==> config.mk <==
export PLATFORM = sky130hd
export DESIGN_NAME = bit_population_counter_pipe
export DESIGN_NICKNAME = d
export VERILOG_FILES = /design/src/rtl/bit_population_counter_pipe.sv
export SDC_FILE = /design/constraint.sdc
export NUM_CORES = 1
export LEC_CHECK = 0
export CAP_MARGIN = 10
export CORE_ASPECT_RATIO = 0.9
export CORE_UTILIZATION = 23
export DETAILED_ROUTE_END_ITERATION = 6
export HOLD_SLACK_MARGIN = 0.03
export PLACE_DENSITY = 0.5
export SLEW_MARGIN = 20
export SYNTH_ARGS = -nofsm -noshare
export SYNTH_HDL_FRONTEND = slang
export SYNTH_SLANG_ARGS = --single-unit
==> constraint.sdc <==
create_clock -name clk_i -period 5.5 [get_ports clk_i]
set_input_delay 1.1 -clock clk_i [delete_from_list [all_inputs] [get_ports clk_i]]
set_output_delay 1.1 -clock clk_i [all_outputs]
set_load 0.005 [all_outputs]
==> src/rtl/bit_population_counter_pipe.sv <==
// Pipelined population counter: per-lane bit counts feed a registered adder tree.
// A single global enable stalls every stage whenever the output is held by the sink.
module bit_population_counter_pipe #(
  parameter int WIDTH      = 64,
  parameter int LANE_WIDTH = 8
) (
  input  logic                   clk_i,
  input  logic                   srst_i,
  input  logic [WIDTH-1:0]       data_i,
  input  logic                   mode_i,
  input  logic                   data_val_i,
  output logic                   data_ready_o,
  output logic [$clog2(WIDTH):0] data_o,
  output logic                   data_val_o,
  input  logic                   ready_i
);

  localparam int NUM_LANES = (WIDTH + LANE_WIDTH - 1) / LANE_WIDTH;
  localparam int LEVELS    = $clog2(NUM_LANES);
  localparam int CW        = $clog2(WIDTH) + 1;
  localparam int EXT_W     = NUM_LANES * LANE_WIDTH;

  logic enable;

  assign enable       = !data_val_o || ready_i;
  assign data_ready_o = enable;

  // Padding bits stay zero after the optional inversion, so they never count.
  logic [EXT_W-1:0]                word_ext;
  logic [NUM_LANES-1:0][CW-1:0]    lane_cnt;

  always_comb begin
    word_ext            = '0;
    word_ext[WIDTH-1:0] = mode_i ? ~data_i : data_i;
    for (int i = 0; i < NUM_LANES; i++) begin
      lane_cnt[i] = '0;
      for (int j = 0; j < LANE_WIDTH; j++) begin
        lane_cnt[i] = lane_cnt[i] + CW'(word_ext[i*LANE_WIDTH + j]);
      end
    end
  end

  for (genvar l = 0; l <= LEVELS; l++) begin : g_lvl
    localparam int N_CUR = (NUM_LANES + (1 << l) - 1) >> l;

    logic [N_CUR-1:0][CW-1:0] cnt;
    logic                     vld;

    if (l == 0) begin : g_lane
      always_ff @(posedge clk_i) begin
        if (srst_i) begin
          cnt <= '0;
          vld <= 1'b0;
        end else if (enable) begin
          vld <= data_val_i;
          if (data_val_i) cnt <= lane_cnt;
        end
      end
    end else begin : g_sum
      localparam int N_PREV = (NUM_LANES + (1 << (l - 1)) - 1) >> (l - 1);

      logic [N_CUR-1:0][CW-1:0] nxt;

      // An unpaired last element passes through to the next level unchanged.
      for (genvar i = 0; i < N_CUR; i++) begin : g_pair
        if (2*i + 1 < N_PREV) begin : g_add
          assign nxt[i] = g_lvl[l-1].cnt[2*i] + g_lvl[l-1].cnt[2*i+1];
        end else begin : g_pass
          assign nxt[i] = g_lvl[l-1].cnt[2*i];
        end
      end

      always_ff @(posedge clk_i) begin
        if (srst_i) begin
          cnt <= '0;
          vld <= 1'b0;
        end else if (enable) begin
          vld <= g_lvl[l-1].vld;
          if (g_lvl[l-1].vld) cnt <= nxt;
        end
      end
    end
  end

  assign data_o     = g_lvl[LEVELS].cnt[0];
  assign data_val_o = g_lvl[LEVELS].vld;

endmodule
==> qor.yml <==
stdcell_area_um2: 6845
synth_top_family_by_area: "adder cells"
cp-end-kind: "flip-flop"
port_buffers: 77
post_route_cells_drive_above_1_share_pct: 5.806
ctsHtreeMaxLevel: 3
dpl.hpwl_mm: 8.536
clkPwrFrac_pct: 26.1
synthArstFlopShare_pct: 0
diodes: 0
sw_frac_of_total_pct: 35.25
clk_path_buf_depth: 2
cts_resized: 0
routabilityCongestion: 0.7336
hold_violations: 0
fmax_mhz: 233.8
p_seq_share_pct: 31.7
rows: 53
grt_max_degree: 50
internal_power_uw: 1368
synthMuxAreaShare_pct: 0
grt_pass1_vias: 4344
cp.arrival_ns: 4.55
vias: 4135
clk_pin_slew_ns: 0.06
pre_cts_ws_ns: 0.8203
p_switching_uw: 744.8
multiInputGateArea_um2: 3664
yosys_warnings: 0
whs_ns: 0.4562
dr.pass1.iters: 6
period_minus_slack_ns: 4.277
leakage_uw: 0.002762
cts_num_sinks: 75
tightest_slew_ns: 0.8864
setup_viol: 0
final-max-slew-violation-count: 0
path_class: "in2reg"
path_max_fanout: 49
critPathRequiredTime_ns: 5.77
pwr-share-comb_pct: 42.2
syn_nets: 787
cts-root-buf: "clkbuf_16"
drt-vias-per-instance: 4.173
ir_worst_vdd_mv: 0.1277
drc: 2
fp.dieH_um: 149.9
synth_edf_count: 0
power.density_nw_per_um2: 308.6
grt_pass1_wl_mm: 19.64
synth-xor-area-share_pct: 12.06
clkLatencyLatePin_ns: 0.34
die_area_um2: 24950
synth.distinct_cells: 37
cp-start-kind: "primary input"
finalSetupTns_ns: 0
yosys.area_share.simple_pct: 14.23
max_slew_margin_pct: 40.77
top_level_ports: 78
grt_use_total_pct: 9.588
ys.flop_type: "dfxtp_1"
synthAdderAreaFrac_pct: 26.49
cts_hold_buf: 0
fin_crit_sh_pct: 77.76
syn_inst: 623
grt_antenna_before_repair: 0
start_util_pct: 23.69
worst_slack_ns: 1.223
finClkSkew_ns: 0.008582
rsz0062_at_grt: "false"
cts_buffers: 9
ant_nets: 0
gr-total-overflow: 0
regArea_um2: 1501
hp-class: "reg2reg"
violations: "design-rule violations"
synth_compound_area_share_pct: 12.73
avgSynthCellArea_um2: 8.977
core_area_um2: 23610
final_cell_mix: "75 x nand2_1, 75 x dfxtp_1, 75 x clkdlybuf4s50_1, 62 x inv_1, 59 x a21oi_1"
synth_area_um2: 5593
grtUsageMet3_pct: 1.825
busiest_layer: "met2"
cap_violations: 0
drt_iter0_drc: 141
routed_wl_mm: 10.90
place_area_um2: 6568
yosysSeqAreaShare_pct: 26.85
met2_usage_pct: 17.61
wl_per_cell_um: 11.00
die_x_um: 166.4
use_met1_pct: 11.19
outcome: "finished with violations"
fin_nets: 848
layout-area-overhead-vs-synth_pct: 22.39
postCtsSetupRepairBufs: 0
synth_seq_cells: 75
fillerInstances: 2540
cts_tree: "yes"
[kinds of logic (layout without fill, tap and decap cells)]
group	Yosys count	count (layout)
buf+inv	93	159
simple gates	174	174
xor+xnor	77	77
fa+ha+maj	95	95
compound gates	109	109
flops	75	75
[worst max-delay path: stages]
cell and delay, ns:
buf_4 0.57, xor2_1 0.26, fa_1 0.48, fa_1 0.55
inv_1 0.06, fa_1 0.47, inv_1 0.07, ha_1 0.16
inv_1 0.06, fa_1 0.38, xnor2_1 0.17, nand2_1 0.08
a21oi_1 0.15
[power by group through the flow]
stage / combinational [uW] / clock, uW / sequential [uW]
3_3_place_gp: 906 / 0 / 683
6_report: 891 / 552 / 670
3_5_place_dp: 913 / 0 / 683
5_1_grt: 1060 / 598 / 681
4_1_cts: 921 / 574 / 671
2_1_floorplan: 718 / 0 / 666
[Yosys cell counts, types with 7 or more instances]
master,number,share of area [%]
o21ai_0,11,0.98
a21oi_1,59,5.3
buf_2,13,1.2
nor2_1,44,3.0
nand2_1,75,5.0
xor2_1,43,6.7
buf_6,7,1.4
inv_1,62,4.2
ha_1,56,13
a21o_1,8,1.1
nand3_1,15,1.3
xnor2_1,34,5.3
dfxtp_1,75,27
clkbuf_1,7,0.47
fa_1,39,14
a211oi_2,12,2.7
a211oi_1,12,1.6
[per-stage QoR]
| step | std cells | util (%) | power [uW] |
|---|---|---|---|
| 2_1_floorplan | 623 | - | 1383 |
| 3_3_place_gp | 975 | 27.82 | 1590 |
| 3_5_place_dp | 975 | 27.82 | 1596 |
| 4_1_cts | 991 | 29.00 | 2166 |
| 5_1_grt | 991 | 29.00 | 2335 |
| 6_report | 991 | 29.00 | 2113 |
[routing by layer]
layer	vias up	routed length [um]
met5	-	0
met4	0	159
met3	10	228
met2	34	5578
met1	1935	4934
li1	2156	-
[sequential cells by signal (all words and copies together), names as in the netlist]
signal,cells
data_o,7
data_val_o,1
g_lvl.cnt,64
g_lvl.vld,3
[final cells by class]
class                           count  share of cell area (%)
Clock buffer                       10                   3.345
Tap cell                          302                   5.520
Clock inverter                      6                  0.7128
Timing Repair Buffer               80                   11.48
Inverter                           63                   3.491
Multi-Input combinational cell    455                   53.52
Sequential cell                    75                   21.93
[path summary, 6_finish.rpt]
kind | start | end | slack [ns] | depth (start not counted)
max reg2reg | g_lvl[1].cnt[0] | g_lvl[2].cnt[4] | 3.68 | 7
min reg2reg | g_lvl[1].cnt[24] | g_lvl[1].cnt[24] | 0.46 | 2
max | mode_i | g_lvl[0].cnt[37] | 1.22 | 13
min | g_lvl[1].cnt[24] | g_lvl[1].cnt[24] | 0.46 | 2
Power figures use the tool's default switching activity.
